<file path="src/rtl/capp_pkg.sv">
// Shared widths, FSM state type and the search-line encoder for the CAPP
// search controller.
package capp_pkg;

    localparam int WORD_W    = 32;
    localparam int NUM_WORDS = 100;
    localparam int IDX_W     = 7;
    localparam int LINE_W    = 2 * WORD_W;

    typedef enum logic [1:0] {
        IDLE  = 2'd0,
        DRIVE = 2'd1,
        EMIT  = 2'd2
    } state_e;

    // Line 2j fires on words storing 0 at bit j, line 2j+1 on words storing 1.
    function automatic logic [LINE_W-1:0] encode_search(input logic [WORD_W-1:0] key,
                                                        input logic [WORD_W-1:0] mask);
        logic [LINE_W-1:0] l;
        l = '0;
        for (int j = 0; j < WORD_W; j++) begin
            l[2*j]   = mask[j] & key[j];
            l[2*j+1] = mask[j] & ~key[j];
        end
        return l;
    endfunction

endpackage

</file>
<file path="src/rtl/capp_prio_enc.sv">
// Combinational lowest-set-bit finder over the responder vector, plus a flag
// telling whether that bit is the only one set.
module capp_prio_enc
    import capp_pkg::*;
#(
    parameter int N  = NUM_WORDS,
    parameter int IW = IDX_W
) (
    input  logic [N-1:0]  vec_i,
    output logic [IW-1:0] index_o,
    output logic          found_o,
    output logic          single_o
);

    localparam logic [N-1:0] ONE = {{(N-1){1'b0}}, 1'b1};

    always_comb begin
        index_o = '0;
        found_o = 1'b0;
        for (int i = N - 1; i >= 0; i--) begin
            if (vec_i[i]) begin
                index_o = IW'(i);
                found_o = 1'b1;
            end
        end
    end

    // v & (v-1) strips the lowest set bit; zero afterwards means it was alone.
    assign single_o = found_o && ((vec_i & (vec_i - ONE)) == '0);

endmodule

</file>
<file path="src/rtl/capp_search_ctrl.sv">
// Drives an encoded (key, mask) search onto the CAPP array, captures the
// per-word match flags and streams responding indices lowest-first.
module capp_search_ctrl
    import capp_pkg::*;
#(
    parameter int SETTLE_CYCLES = 2
) (
    input  logic                 clk,
    input  logic                 rst_n,
    input  logic                 cmd_valid,
    output logic                 cmd_ready,
    input  logic [WORD_W-1:0]    cmd_key,
    input  logic [WORD_W-1:0]    cmd_mask,
    output logic [LINE_W-1:0]    mismatch_lines,
    input  logic [NUM_WORDS-1:0] match_lines,
    output logic                 rsp_valid,
    input  logic                 rsp_ready,
    output logic [IDX_W-1:0]     rsp_index,
    output logic                 rsp_last,
    output logic                 rsp_none,
    output logic [IDX_W-1:0]     rsp_count
);

    localparam logic [3:0]           SETTLE_LOAD = 4'(SETTLE_CYCLES - 1);
    localparam logic [NUM_WORDS-1:0] ONE_HOT0    = {{(NUM_WORDS-1){1'b0}}, 1'b1};

    state_e               state_q;
    logic [3:0]           cnt_q;
    logic [NUM_WORDS-1:0] pending_q;
    logic [LINE_W-1:0]    lines_q;
    logic                 rsp_valid_q, rsp_last_q, rsp_none_q;
    logic [IDX_W-1:0]     rsp_index_q, rsp_count_q;

    logic [NUM_WORDS-1:0] enc_vec;
    logic [IDX_W-1:0]     enc_idx, cap_cnt;
    logic                 enc_found, enc_single;

    // One encoder serves both paths: raw capture in DRIVE, and the pending
    // set minus the beat currently on the bus in EMIT.
    assign enc_vec = (state_q == DRIVE) ? ~match_lines
                                        : (pending_q & ~(ONE_HOT0 << rsp_index_q));

    capp_prio_enc #(.N(NUM_WORDS), .IW(IDX_W)) u_prio (
        .vec_i    (enc_vec),
        .index_o  (enc_idx),
        .found_o  (enc_found),
        .single_o (enc_single)
    );

    always_comb begin
        cap_cnt = '0;
        for (int i = 0; i < NUM_WORDS; i++)
            cap_cnt = cap_cnt + {{(IDX_W-1){1'b0}}, enc_vec[i]};
    end

    always_ff @(posedge clk or negedge rst_n) begin
        if (!rst_n) begin
            state_q     <= IDLE;
            cnt_q       <= '0;
            pending_q   <= '0;
            lines_q     <= '0;
            rsp_valid_q <= 1'b0;
            rsp_last_q  <= 1'b0;
            rsp_none_q  <= 1'b0;
            rsp_index_q <= '0;
            rsp_count_q <= '0;
        end else begin
            case (state_q)
                IDLE: begin
                    if (cmd_valid) begin
                        lines_q <= encode_search(cmd_key, cmd_mask);
                        cnt_q   <= SETTLE_LOAD;
                        state_q <= DRIVE;
                    end
                end
                DRIVE: begin
                    if (cnt_q == '0) begin
                        pending_q   <= enc_vec;
                        rsp_count_q <= cap_cnt;
                        rsp_valid_q <= 1'b1;
                        rsp_index_q <= enc_idx;
                        rsp_last_q  <= enc_single | ~enc_found;
                        rsp_none_q  <= ~enc_found;
                        state_q     <= EMIT;
                    end else begin
                        cnt_q <= cnt_q - 4'd1;
                    end
                end
                EMIT: begin
                    if (rsp_ready) begin
                        pending_q <= enc_vec;
                        if (rsp_last_q) begin
                            state_q     <= IDLE;
                            lines_q     <= '0;
                            rsp_valid_q <= 1'b0;
                            rsp_last_q  <= 1'b0;
                            rsp_none_q  <= 1'b0;
                            rsp_index_q <= '0;
                            rsp_count_q <= '0;
                        end else begin
                            rsp_index_q <= enc_idx;
                            rsp_last_q  <= enc_single;
                        end
                    end
                end
                default: state_q <= IDLE;
            endcase
        end
    end

    assign cmd_ready      = (state_q == IDLE);
    assign mismatch_lines = lines_q;
    assign rsp_valid      = rsp_valid_q;
    assign rsp_index      = rsp_index_q;
    assign rsp_last       = rsp_last_q;
    assign rsp_none       = rsp_none_q;
    assign rsp_count      = rsp_count_q;

endmodule

</file>
<file path="config.mk">
export PLATFORM = sky130hd
export DESIGN_NAME = capp_search_ctrl
export DESIGN_NICKNAME = d
export VERILOG_FILES = /design/src/rtl/capp_pkg.sv /design/src/rtl/capp_prio_enc.sv /design/src/rtl/capp_search_ctrl.sv
export SDC_FILE = /design/constraint.sdc
export NUM_CORES = 1
export LEC_CHECK = 0
export BUFFER_PORTS_ARGS = -buffer_cell sky130_fd_sc_hd__buf_2
export CAP_MARGIN = 20
export CORE_MARGIN = 2
export CORE_UTILIZATION = 52
export CTS_CLUSTER_DIAMETER = 60
export DETAILED_ROUTE_END_ITERATION = 10
export HOLD_SLACK_MARGIN = 0.12
export PLACE_DENSITY = 0.78
export SLEW_MARGIN = 10
export SYNTH_ARGS = -nofsm -noshare
export SYNTH_HDL_FRONTEND = slang
export SYNTH_SLANG_ARGS = --single-unit
</file>
<file path="constraint.sdc">
create_clock -name clk -period 7.7 [get_ports clk]
set_clock_uncertainty 0.05 [all_clocks]
set_input_delay 1.54 -clock clk [delete_from_list [all_inputs] [get_ports clk]]
set_output_delay 1.54 -clock clk [all_outputs]
set_load 0.02 [all_outputs]
</file>
[Word level (Yosys, flattened, before mapping)]
Index checks and enable logic that the tools add are counted.
Widths: inputs -> output; s select.
Storage, ports and cells
  register bits after elaboration: 187
  bits in latches: 0
  output and inout port bits: 82
  RAM bits: 0
  ROM bits: 0
  memories kept: 0
Cells by class
  reductions and logical operators: 12
  $add $sub $neg: 101
  mux-type cells: 234
  bitwise logic cells: 102
  shifts and indexed selects: 1
  $mul: 0
  eq/ne operators: 7
  $lt $le $gt $ge: 0
  div/mod/pow operators: 0
Operators by type and width (number)
  $mux 7: 106
  $add 7x1->7: 93
  $mux 100: 3
  $and 100x100->100: 2
  $not 100->100: 2
  $pmux 100 s2: 1
  $mux 64: 3
  $pmux 64 s2: 1
  $mux 1: 107
  $logic_not 100->1: 1
  $shl 1x7->100 const A: 1
  $sub 100x1->100 const B: 1
  $and 1x1->1: 64
  $not 1->1: 33
  $pmux 7 s2: 2
  $reduce_and 4->1: 3
  $mux 2: 4
  $mux 4: 2
  $ne 2x2->1 const B: 4
  $pmux 4 s2: 1
  $add 6x1->7: 1
  $add 5x1->6: 1
  $pmux 1 s2: 3
  $pmux 2 s3: 1
  14 further kinds: 17

[Logic depth before layout (Yosys ltp)]
Gate-level depths: netlist (run 1).
  depth after elaboration: 108
  mapped depth: 30
  depth with buffers taken out: 26

[Hierarchy]
A second synthesis (run 1) with hierarchy kept.
Second synthesis, totals
  cell total of the unflattened synthesis: 1592
  area, all modules: 14561.5 um^2
By module, submodules not included
  capp_search_ctrl: seq. area each 4679.5 um^2, area an instance 11840.1 um^2, cells each 1153, times used 1
  capp_prio_enc: seq. area each 0.0 um^2, area an instance 2721.4 um^2, cells each 439, times used 1

[Worst setup path before layout (run 1)]
OpenSTA, ideal clock, no wires.
  path kind: input-to-reg
  from: in match_lines[59]
  to: reg rsp_count_q[6], in the netlist rsp_count[6]
  required time: 7.529 ns
  path buffers: 0
  slack: -0.665 ns
  stages: 24
  setup time: 0.121 ns
  arrival: 8.194 ns
  cells stage by stage: o21ai_1 -> inv_1 -> fa_1 -> inv_1 -> fa_1 -> inv_1 -> fa_1 -> inv_1 -> fa_1 -> inv_1 -> fa_1 -> inv_1 -> fa_1 -> fa_1 -> fa_1 -> fa_1 -> ha_1 -> fa_1 -> a21o_1 -> a21o_1 -> a21o_1 -> a21oi_1 -> xnor2_1 -> a22o_1
Between the ends
  longest elaborated chain between the ends: 45
RTL lines
  start, declared: line capp_search_ctrl.sv:15  | input logic [NUM_WORDS-1:0] match_lines,
  $not 100->100: line capp_search_ctrl.sv:40  | assign enc_vec = (state_q == DRIVE) ? ~match_lines
  $mux 100: line capp_search_ctrl.sv:40
  $add 7x1->7 (41 in a row): line capp_search_ctrl.sv:53  | cap_cnt = cap_cnt + {{(IDX_W-1){1'b0}}, enc_vec[i]};
  $mux 7: line capp_search_ctrl.sv:77  | if (cnt_q == '0) begin
  $pmux 7 s2: line capp_search_ctrl.sv:68  | case (state_q)
  end signal, assigned: line capp_search_ctrl.sv:79  | rsp_count_q <= cap_cnt;
  end, declared: line capp_search_ctrl.sv:32  | logic [IDX_W-1:0] rsp_index_q, rsp_count_q;
No other way between the ends. The select of a mux whose other input is x is not followed.
A chain may end at the register's enable or synchronous reset.

[Final worst setup path (run 1)]
  from: in match_lines[97]
  to: reg rsp_count_q[6], in the netlist rsp_count[6]
Between the ends
  longest elaborated chain between the ends: 7
RTL lines
  $not 100->100: line capp_search_ctrl.sv:40
  $mux 100: line capp_search_ctrl.sv:40
  net enc_vec[97]: line capp_search_ctrl.sv:34  | logic [NUM_WORDS-1:0] enc_vec;
  $add 7x1->7 (3 in a row): line capp_search_ctrl.sv:53
  $mux 7: line capp_search_ctrl.sv:77
  $pmux 7 s2: line capp_search_ctrl.sv:68
The timed path passes the listed nets, and every way through them passes these cells. The select of a mux whose other input is x is not followed.

==> metrics.md, run 1 <==
| Metric | Value |
|---|---|
| Post-route ant nets | `0` |
| Syn Area/Cell | `8.35 sq um` |
| FILL cells | `2,204` |
| Violated checks | `setup timing` |
| Max_cap viols | `0` |
| Die Wd | `170 um` |
| Outcome | `complete, but fails checks` |
| Yosys cell types | `81` |
| Commonest non-fill, non-tap cell in the layout | `nor2_1` |
| Min-Delay Path Class | `reg -> reg` |
| Worst-Margin Slew | `1.12 ns` |
| CTS buffer count | `17` |
| Global-route wire length before repair | `89,800 um` |
| Seq/Total Area, Yosys | `32.5%` |
| Ys async rst share | `100%` |
| Clk pin slew, worst setup/hold paths | `0.08 ns` |
| Initial antenna violation count | `2` |
| Synth area leaders | `dfrtp_1 32%, fa_1 12%, nor2_1 7.5%` |
| Row cnt | `60` |
| Fin. max-slew vios | `0` |
| Drt first pass iters | `8` |
| Worst setup SP type | `primary input` |
| Initial Utilization | `53.2%` |
| CTS tree | `built` |
| H-tree depth | `4` |
| Vias in the first global route | `15,153` |
| CP endpoint kind | `flop` |
| Max Freq | `127 MHz` |
| Boundary Pins | `250` |
| Min Tclk post-route | `7.88 ns` |
| Period utilization | `102%` |
| Synthesized flop and latch total | `187` |
| Layout Nets | `2,397` |
| Post-synth top area share | `32.5%` |
| Most frequent cells in the layout | `280 x nor2_1, 246 x buf_2, 208 x nand2_1` |
| RSZ-0062 raised after global routing | `true` |
| Clock root buffer | `clkbuf_16` |
| Worst-Skew Late Latency | `0.46 ns` |
| Area Growth Syn to Fin | `28.1%` |
| DR iter-0 viols | `1,910` |
| Drt wl/cell | `24.3 um` |
| Clock sinks | `187` |
| Final wirelength | `60,800 um` |
| # DRC | `0` |
| Fraction of layout cells with a size suffix above 1 | `30.4%` |
| Total Routing Usage GR | `41.9%` |
| Largest net degree at the start of global routing | `129` |
| Dpl cell area | `17,500 sq um` |
| CP required | `7.99 ns` |
| Finished Cell Area | `18,500 sq um` |
| Syn Nets | `2,004` |
| Main flop type after synthesis | `dfrtp_1` |
| Setup ws final | `-0.176 ns` |
| Core footprint | `27,100 sq um` |
| Post-synth EDFFs | `0` |
| Yosys warns | `0` |
| Vias per cell | `6.23` |
| Hold slack | `0.428 ns` |
| DR vias | `15,599` |
| GRT overflow | `0` |
| Hpwl dp | `48,300 um` |
| Crit path DAT | `8.17 ns` |
| Slew margin rel. | `24.6%` |
| Final setup viols | `1` |
| Synthesized netlist cell count | `1,725` |
| Hold-fix buffers, CTS | `0` |
| Port buffer count | `249` |
| CP Class | `in -> reg` |
| Clk buf depth | `2` |
| Dominant cell type by area after synthesis | `dfrtp_1` |
| Final hold vios | `0` |
| Worst-path maximum fanout | `2` |
| Die ar. | `29,100 sq um` |
| DIE HEIGHT | `170 um` |
| RePlAce Congestion | `1.06` |
| Netlist Area Pre-Place | `14,400 sq um` |
-- flip-flops by register name (all words and copies together), names as in the netlist --
name	cells
cnt_q	4
pending_q	100
rsp_count	7
rsp_index	7
state_q	2
rsp_none	1
rsp_last	1
mismatch_lines	64
rsp_valid	1
-- cell usage after synthesis, types with 35 or more instances --
master / n
o211ai_1: 49
nor2_1: 287
nand3_1: 53
o21ai_1: 35
inv_1: 115
nand2_1: 208
clkbuf_1: 50
o21ai_0: 77
fa_1: 88
dfrtp_1: 187
a21oi_1: 106
o31ai_1: 39
-- final cells by class --
cell class / count / area [sq um] / share of cell area, %
repair buffers: 467 / 3090 / 16.7
multi-input cells: 1322 / 9160 / 49.6
inverters: 123 / 462 / 2.50
well taps: 372 / 465 / 2.52
clock buffers: 19 / 443 / 2.40
clock inverters: 12 / 156 / 0.847
flip-flops and latches: 187 / 4680 / 25.4
diodes: 1 / 2.50 / 0.0136
-- layer usage --
layer	part of all wire (%)	vias up	track usage [%]
met5	0.016	-	0
met4	6.2	2	22.3
met3	8.9	182	8.93
met2	47	884	68.4
met1	38	7635	52.2
li1	-	6896	-
-- repair_timing --
action,in CTS,in global routing
resized for setup,22,29
pin swaps,24,39
setup endpoints to repair,3,5
buffers inserted,6,11
-- worst max-delay path, cell delays in order --
cell and delay (ns):
buf_2 0.12, o22ai_2 0.38, fa_1 0.52, fa_1 0.52, fa_2 0.66, fa_1 0.44
fa_1 0.55, fa_1 0.44, fa_1 0.58, fa_1 0.44, fa_1 0.48, ha_2 0.21
fa_2 0.34, a21o_1 0.16, a21o_1 0.17, a21o_1 0.16, a21oi_2 0.16, xnor2_2 0.08
a22o_1 0.21
-- metrics by stage --
step | TNS, ns | util, % | std cells | setup slack (ns)
after detailed placement | -2.51 | 64.6 | 2453 | -0.732
after CTS | -0.306 | 67.3 | 2490 | -0.255
after global routing | -0.740 | 68.1 | 2503 | -0.414
after global placement | -1.80 | 64.6 | 2453 | -0.559
final | -0.176 | 68.1 | 2503 | -0.176
after floorplan | -0.329 | - | 1725 | -0.258
-- cell families (layout without fill, tap and decap cells) --
logic type	after synthesis	count (layout)	synth area share, %
other	0	1	0
adder cells (fa/ha/maj)	112	112	14.3
buffers and inverters	216	621	6.48
flip-flops	187	187	32.5
AO/OA/AOI/OAI	477	477	21.8
multiplexers	5	5	0.391
XOR/XNOR	7	7	0.426
AND/OR/NAND/NOR	721	721	24.2
-- final timing paths --
| check | start | end | slack [ns] | cells past startpoint |
|---|---|---|---|---|
| worst max-delay path | match_lines[97] | rsp_count[6] | -0.18 | 19 |
| worst min-delay path | mismatch_lines[31] | mismatch_lines[31] | 0.43 | 2 |
| worst max register to register | rsp_index[6] | rsp_count[6] | -0.15 | 25 |
| worst min register to register | mismatch_lines[31] | mismatch_lines[31] | 0.43 | 2 |
| max in group asynchronous | rst_n | rsp_index[4] | 5.22 | 2 |
| min in group asynchronous | rst_n | rsp_count[1] | 1.03 | 1 |
Power of run 1 is left out: the tool's default activity adds up to more than one toggle a clock period on the data nets, which glitch-free logic cannot reach.
==> inputs of run 2 (changes only) <==
--- a/config.mk
+++ b/config.mk
@@ -12,7 +12,7 @@
 export CTS_CLUSTER_DIAMETER = 60
 export DETAILED_ROUTE_END_ITERATION = 10
 export HOLD_SLACK_MARGIN = 0.12
-export PLACE_DENSITY = 0.78
+export PLACE_DENSITY = 0.82
 export SLEW_MARGIN = 10
 export SYNTH_ARGS = -nofsm -noshare
 export SYNTH_HDL_FRONTEND = slang
==> metrics.md, run 2 (synthesis gave the netlist of run 1 again) <==
| Metric | Value |
|---|---|
| # DRC | `0` |
| Worst setup SP type | `primary input` |
| Violated checks | `setup timing` |
| R2R depth | `26` |
| Worst r2r src | `rsp_index[3]` |
| Worst R2R End | `rsp_count[6]` |
| Global-route wire length before repair | `89,300 um` |
| Worst-Margin Slew | `1.18 ns` |
| Commonest non-fill, non-tap cell in the layout | `nor2_1` |
| Fin. max-slew vios | `0` |
| Worst-path maximum fanout | `2` |
| Worst-Skew Late Latency | `0.47 ns` |
| FILL cells | `2,159` |
| Total Routing Usage GR | `41.3%` |
| Register Area | `4680 sq um` |
| Initial Utilization | `53.2%` |
| Most flop-heavy register | `pending_q` |
| Final setup viols | `2` |
| Port buffer count | `249` |
| DR iter-0 viols | `1,704` |
| Core footprint | `27,100 sq um` |
| Clk buf depth | `2` |
| Largest net degree at the start of global routing | `129` |
| Placed cells | `2,466` |
| Clock root buffer | `clkbuf_16` |
| Boundary Pins | `250` |
| Clk pin slew, worst setup/hold paths | `0.10 ns` |
| Hold Path End | `mismatch_lines[34]` |
| Setup ws final | `-0.182 ns` |
| Period utilization | `102%` |
| DR vias | `15,702` |
| Hpwl dp | `47,000 um` |
| Area of the multi-input gates | `9120 sq um` |
| Hold-fix buffers, CTS | `0` |
| CTS buffer count | `17` |
| Crit path DAT | `8.20 ns` |
| CP Class | `in -> reg` |
| Reg-to-reg slack, setup | `-0.13 ns` |
| CTS tree | `built` |
| Die ar. | `29,100 sq um` |
| Die Wd | `170 um` |
| Drt first pass iters | `8` |
| Clock sinks | `187` |
| Slew margin rel. | `20.9%` |
| Cell Count, Final, Fillers Out | `2,511` |
| Layout Nets | `2,404` |
| RePlAce Congestion | `1.03` |
| Final wirelength | `60,000 um` |
| Most frequent cells in the layout | `285 x nor2_1, 248 x buf_2, 208 x nand2_1` |
| Outcome | `complete, but fails checks` |
| Vias per cell | `6.25` |
| Min-delay src | `mismatch_lines[34]` |
| Post-route ant nets | `0` |
| CP endpoint kind | `flop` |
| Min-Delay Path Class | `reg -> reg` |
| Final hold vios | `0` |
| Dpl cell area | `17,600 sq um` |
| Initial antenna violation count | `1` |
| H-tree depth | `4` |
| Area Growth Syn to Fin | `28.5%` |
| RSZ-0062 raised after global routing | `true` |
| Worst Hold Path Cells | `2` |
| Finished Cell Area | `18,500 sq um` |
| Max_cap viols | `0` |
| Vias in the first global route | `15,173` |
| Fraction of layout cells with a size suffix above 1 | `30.4%` |
| Min Tclk post-route | `7.88 ns` |
| Max reg flops | `100` |
| Drt wl/cell | `23.9 um` |
| DIE HEIGHT | `170 um` |
| CP required | `8.01 ns` |
| Row cnt | `60` |
| Max Freq | `127 MHz` |
| GRT overflow | `0` |
-- run 2: cell types whose count changed in the layout (fill, tap and decap cells not counted), moves of 2 or more --
cell        before  now
nor2_1         280  285
buf_12           8   10
nor2_2           7    3
buf_2          246  248
buf_4          194  205
clkinvlp_4       3    1
buf_6           15    8
clkinv_8         1    7
inv_1           94   92
inv_2           29   31
-- run 2: layer usage --
| layer | share of wire (%) | up-vias | global-route usage, % |
|---|---|---|---|
| met3 | 8.7 | 226 | 8.07 |
| met2 | 47 | 956 | 66.8 |
| li1 | - | 6919 | - |
| met4 | 6.2 | 0 | 21.1 |
| met1 | 38 | 7601 | 52.9 |
| met5 | 0 | - | 0 |
-- run 2: worst max-delay path, cell delays in order --
cell and delay [ns]:
buf_2 0.10, nor2_1 0.04, a21oi_1 0.15, a31o_2 0.16
inv_2 0.04, fa_1 0.49, inv_1 0.05, fa_1 0.56
inv_2 0.09, fa_1 0.57, fa_1 0.46, fa_1 0.58
fa_1 0.45, fa_1 0.54, fa_1 0.45, fa_2 0.51
ha_4 0.18, fa_2 0.33, a21o_1 0.16, a21o_1 0.16
a21o_1 0.16, a21oi_2 0.14, xnor2_1 0.08, a22o_1 0.19
-- run 2: final cells by class --
class | count | area share [%]
Sequential cell | 187 | 25.3
Antenna cell | 1 | 0.0135
Tap cell | 372 | 2.51
Multi-Input combinational cell | 1322 | 49.3
Clock buffer | 17 | 2.30
Clock inverter | 15 | 1.24
Timing Repair Buffer | 474 | 16.9
Inverter | 123 | 2.49
-- run 2: worst max-delay path by stage --
stage          cells after the start  slack (ns)            to            start
2_1_floorplan                     23       -0.26  rsp_count[6]  match_lines[53]
3_3_place_gp                      24       -0.56  rsp_count[6]  match_lines[69]
3_5_place_dp                      24       -0.66  rsp_count[6]  match_lines[69]
4_1_cts                           24       -0.16  rsp_count[6]     rsp_index[1]
5_1_grt                           25       -0.34  rsp_count[6]     rsp_index[3]
6_report                          24       -0.18  rsp_count[6]   match_lines[3]
-- run 2: metrics by stage --
stage	setup WS, ns	util (%)	hold WS, ns	setup TNS, ns
after global routing	-0.343	68.3	0.452	-0.662
after floorplan	-0.258	-	0.412	-0.329
after CTS	-0.163	67.8	0.431	-0.207
final	-0.182	68.3	0.430	-0.232
after detailed placement	-0.656	65.0	0.412	-2.26
after global placement	-0.555	65.0	0.405	-1.73
-- run 2: what timing repair did --
item	4_1_cts	5_1_grt
setup buffers	7	6
pin swaps	28	39
endpoints found under the setup margin	3	4
gates resized for setup	16	22
Power of run 2 is left out for the same reason.
==> inputs of run 3 (changes only) <==
--- a/config.mk
+++ b/config.mk
@@ -12,6 +12,7 @@
 export CTS_CLUSTER_DIAMETER = 60
 export DETAILED_ROUTE_END_ITERATION = 10
 export HOLD_SLACK_MARGIN = 0.12
+export MAX_ROUTING_LAYER = met4
 export PLACE_DENSITY = 0.82
 export SLEW_MARGIN = 10
 export SYNTH_ARGS = -nofsm -noshare
==> metrics.md, run 3 (synthesis gave the netlist of run 1 again) <==
| Metric | Value |
|---|---|
| Min-delay src | `mismatch_lines[45]` |
| DR iter-0 viols | `1,696` |
| Initial antenna violation count | `1` |
| Die Wd | `170 um` |
| Hold-fix buffers, CTS | `0` |
| Final wirelength | `59,000 um` |
| Crit path DAT | `8.18 ns` |
| DR vias | `15,501` |
| Boundary Pins | `250` |
| Final hold vios | `0` |
| H-tree depth | `4` |
| Worst-path maximum fanout | `2` |
| CP endpoint kind | `flop` |
| Port buffer count | `249` |
| Layout Nets | `2,395` |
| Clk buf depth | `2` |
| Clock sinks | `187` |
| Worst r2r src | `rsp_index[2]` |
| Outcome | `complete, but fails checks` |
| Worst-Margin Slew | `1.11 ns` |
| Min-Delay Path Class | `reg -> reg` |
| Violated checks | `setup timing` |
| Final setup viols | `2` |
| Slew margin rel. | `25.2%` |
| Fin. max-slew vios | `0` |
| Clock root buffer | `clkbuf_16` |
| Largest net degree at the start of global routing | `115` |
| Post-route ant nets | `0` |
| Area Growth Syn to Fin | `27.8%` |
| Core footprint | `27,100 sq um` |
| # DRC | `0` |
| Hold slack | `0.430 ns` |
| Max reg flops | `100` |
| Drt first pass iters | `6` |
| Met3 Use GR | `7.51%` |
| Worst-Skew Late Latency | `0.45 ns` |
| Die ar. | `29,100 sq um` |
| Fraction of layout cells with a size suffix above 1 | `30.5%` |
| CTS tree | `built` |
| Reg-to-reg slack, setup | `-0.17 ns` |
| RePlAce Congestion | `1.05` |
| Total Routing Usage GR | `42.0%` |
| Vias per cell | `6.20` |
| R2R depth | `24` |
| Worst setup SP type | `primary input` |
| CP required | `7.99 ns` |
| Most frequent cells in the layout | `283 x nor2_1, 246 x buf_2, 208 x nand2_1` |
| Setup ws final | `-0.187 ns` |
| RSZ-0062 raised after global routing | `true` |
| Drt wl/cell | `23.6 um` |
| Global-route wire length before repair | `89,000 um` |
| Crit path launch | `match_lines[61]` |
| Most flop-heavy register | `pending_q` |
| CTS buffer count | `17` |
| Grt met1 use | `52.9%` |
| Row cnt | `60` |
| Met2 Use GR | `65.7%` |
| Max Freq | `127 MHz` |
| Vias in the first global route | `15,294` |
| Top Usage Layer GRT | `met2` |
| Period utilization | `102%` |
| DIE HEIGHT | `170 um` |
| GRT overflow | `0` |
| Min Tclk post-route | `7.89 ns` |
| Commonest non-fill, non-tap cell in the layout | `nor2_1` |
| Max_cap viols | `0` |
| Worst R2R End | `rsp_count[4]` |
| CP Class | `in -> reg` |
| Clk pin slew, worst setup/hold paths | `0.09 ns` |
| Hpwl dp | `46,300 um` |
| Critical Path End | `rsp_count[4]` |
| Initial Utilization | `53.2%` |
[run 3: cell count changes in the layout (fill, tap and decap cells not counted), sizes merged]
cell    change
buf         -9
inv         +3
bufinv      -2
clkinv      -1
[run 3: timing repair]
action / 4_1_cts / 5_1_grt
pin swaps: 6 / 26
buffers inserted: 2 / 12
setup endpoints to repair: 3 / 4
resized for setup: 9 / 42
endpoints found under the hold margin: 0 / 0
[run 3: through the flow]
stage | instances | area [sq um] | TNS [ns] | setup WS (ns) | util, %
global placement | 2454 | 17500 | -2.01 | -0.607 | 64.6
finish | 2502 | 18400 | -0.370 | -0.187 | 68.0
CTS | 2488 | 18200 | -0.393 | -0.205 | 67.1
floorplan | 1725 | 14600 | -0.329 | -0.258 | -
global route | 2502 | 18400 | -0.773 | -0.396 | 68.0
detailed placement | 2454 | 17500 | -2.44 | -0.729 | 64.6
[run 3: final cells by class]
cell class,count,area [sq um]
tap,372,465
sequential,187,4680
timing repair buffer,465,3040
clock inverter,15,193
multi-input combinational,1322,9150
antenna,1,2.50
fill,2191,8690
inverter,123,462
clock buffer,17,425
[run 3: worst min path at each step]
stage	slack, ns	end	cells after the start
detailed placement	0.41	mismatch_lines[45]	2
CTS	0.43	mismatch_lines[9]	2
floorplan	0.41	cnt_q[0]	1
finish	0.43	mismatch_lines[45]	2
global placement	0.41	mismatch_lines[57]	2
global route	0.45	mismatch_lines[11]	2
[run 3: layer usage]
metal | vias up | routed length, um
met1 | 7516 | 22900
li1 | 6891 | -
met2 | 918 | 27900
met5 | - | 0
met4 | 0 | 3190
met3 | 176 | 5060
[run 3: worst max-delay path, stage by stage]
cell and delay [ns]:
buf_4 0.13, o22ai_4 0.17, inv_2 0.06, fa_1 0.50, inv_1 0.05, fa_1 0.49, inv_2 0.04, fa_1 0.54
inv_2 0.05, fa_1 0.52, inv_1 0.06, fa_1 0.49, inv_2 0.04, fa_2 0.57, fa_2 0.45, fa_2 0.56
fa_2 0.44, ha_4 0.18, fa_2 0.33, a21o_1 0.16, a21o_1 0.19, buf_4 0.13, buf_4 0.13, xor2_1 0.14
a22o_1 0.17
Power of run 3 is left out for the same reason.
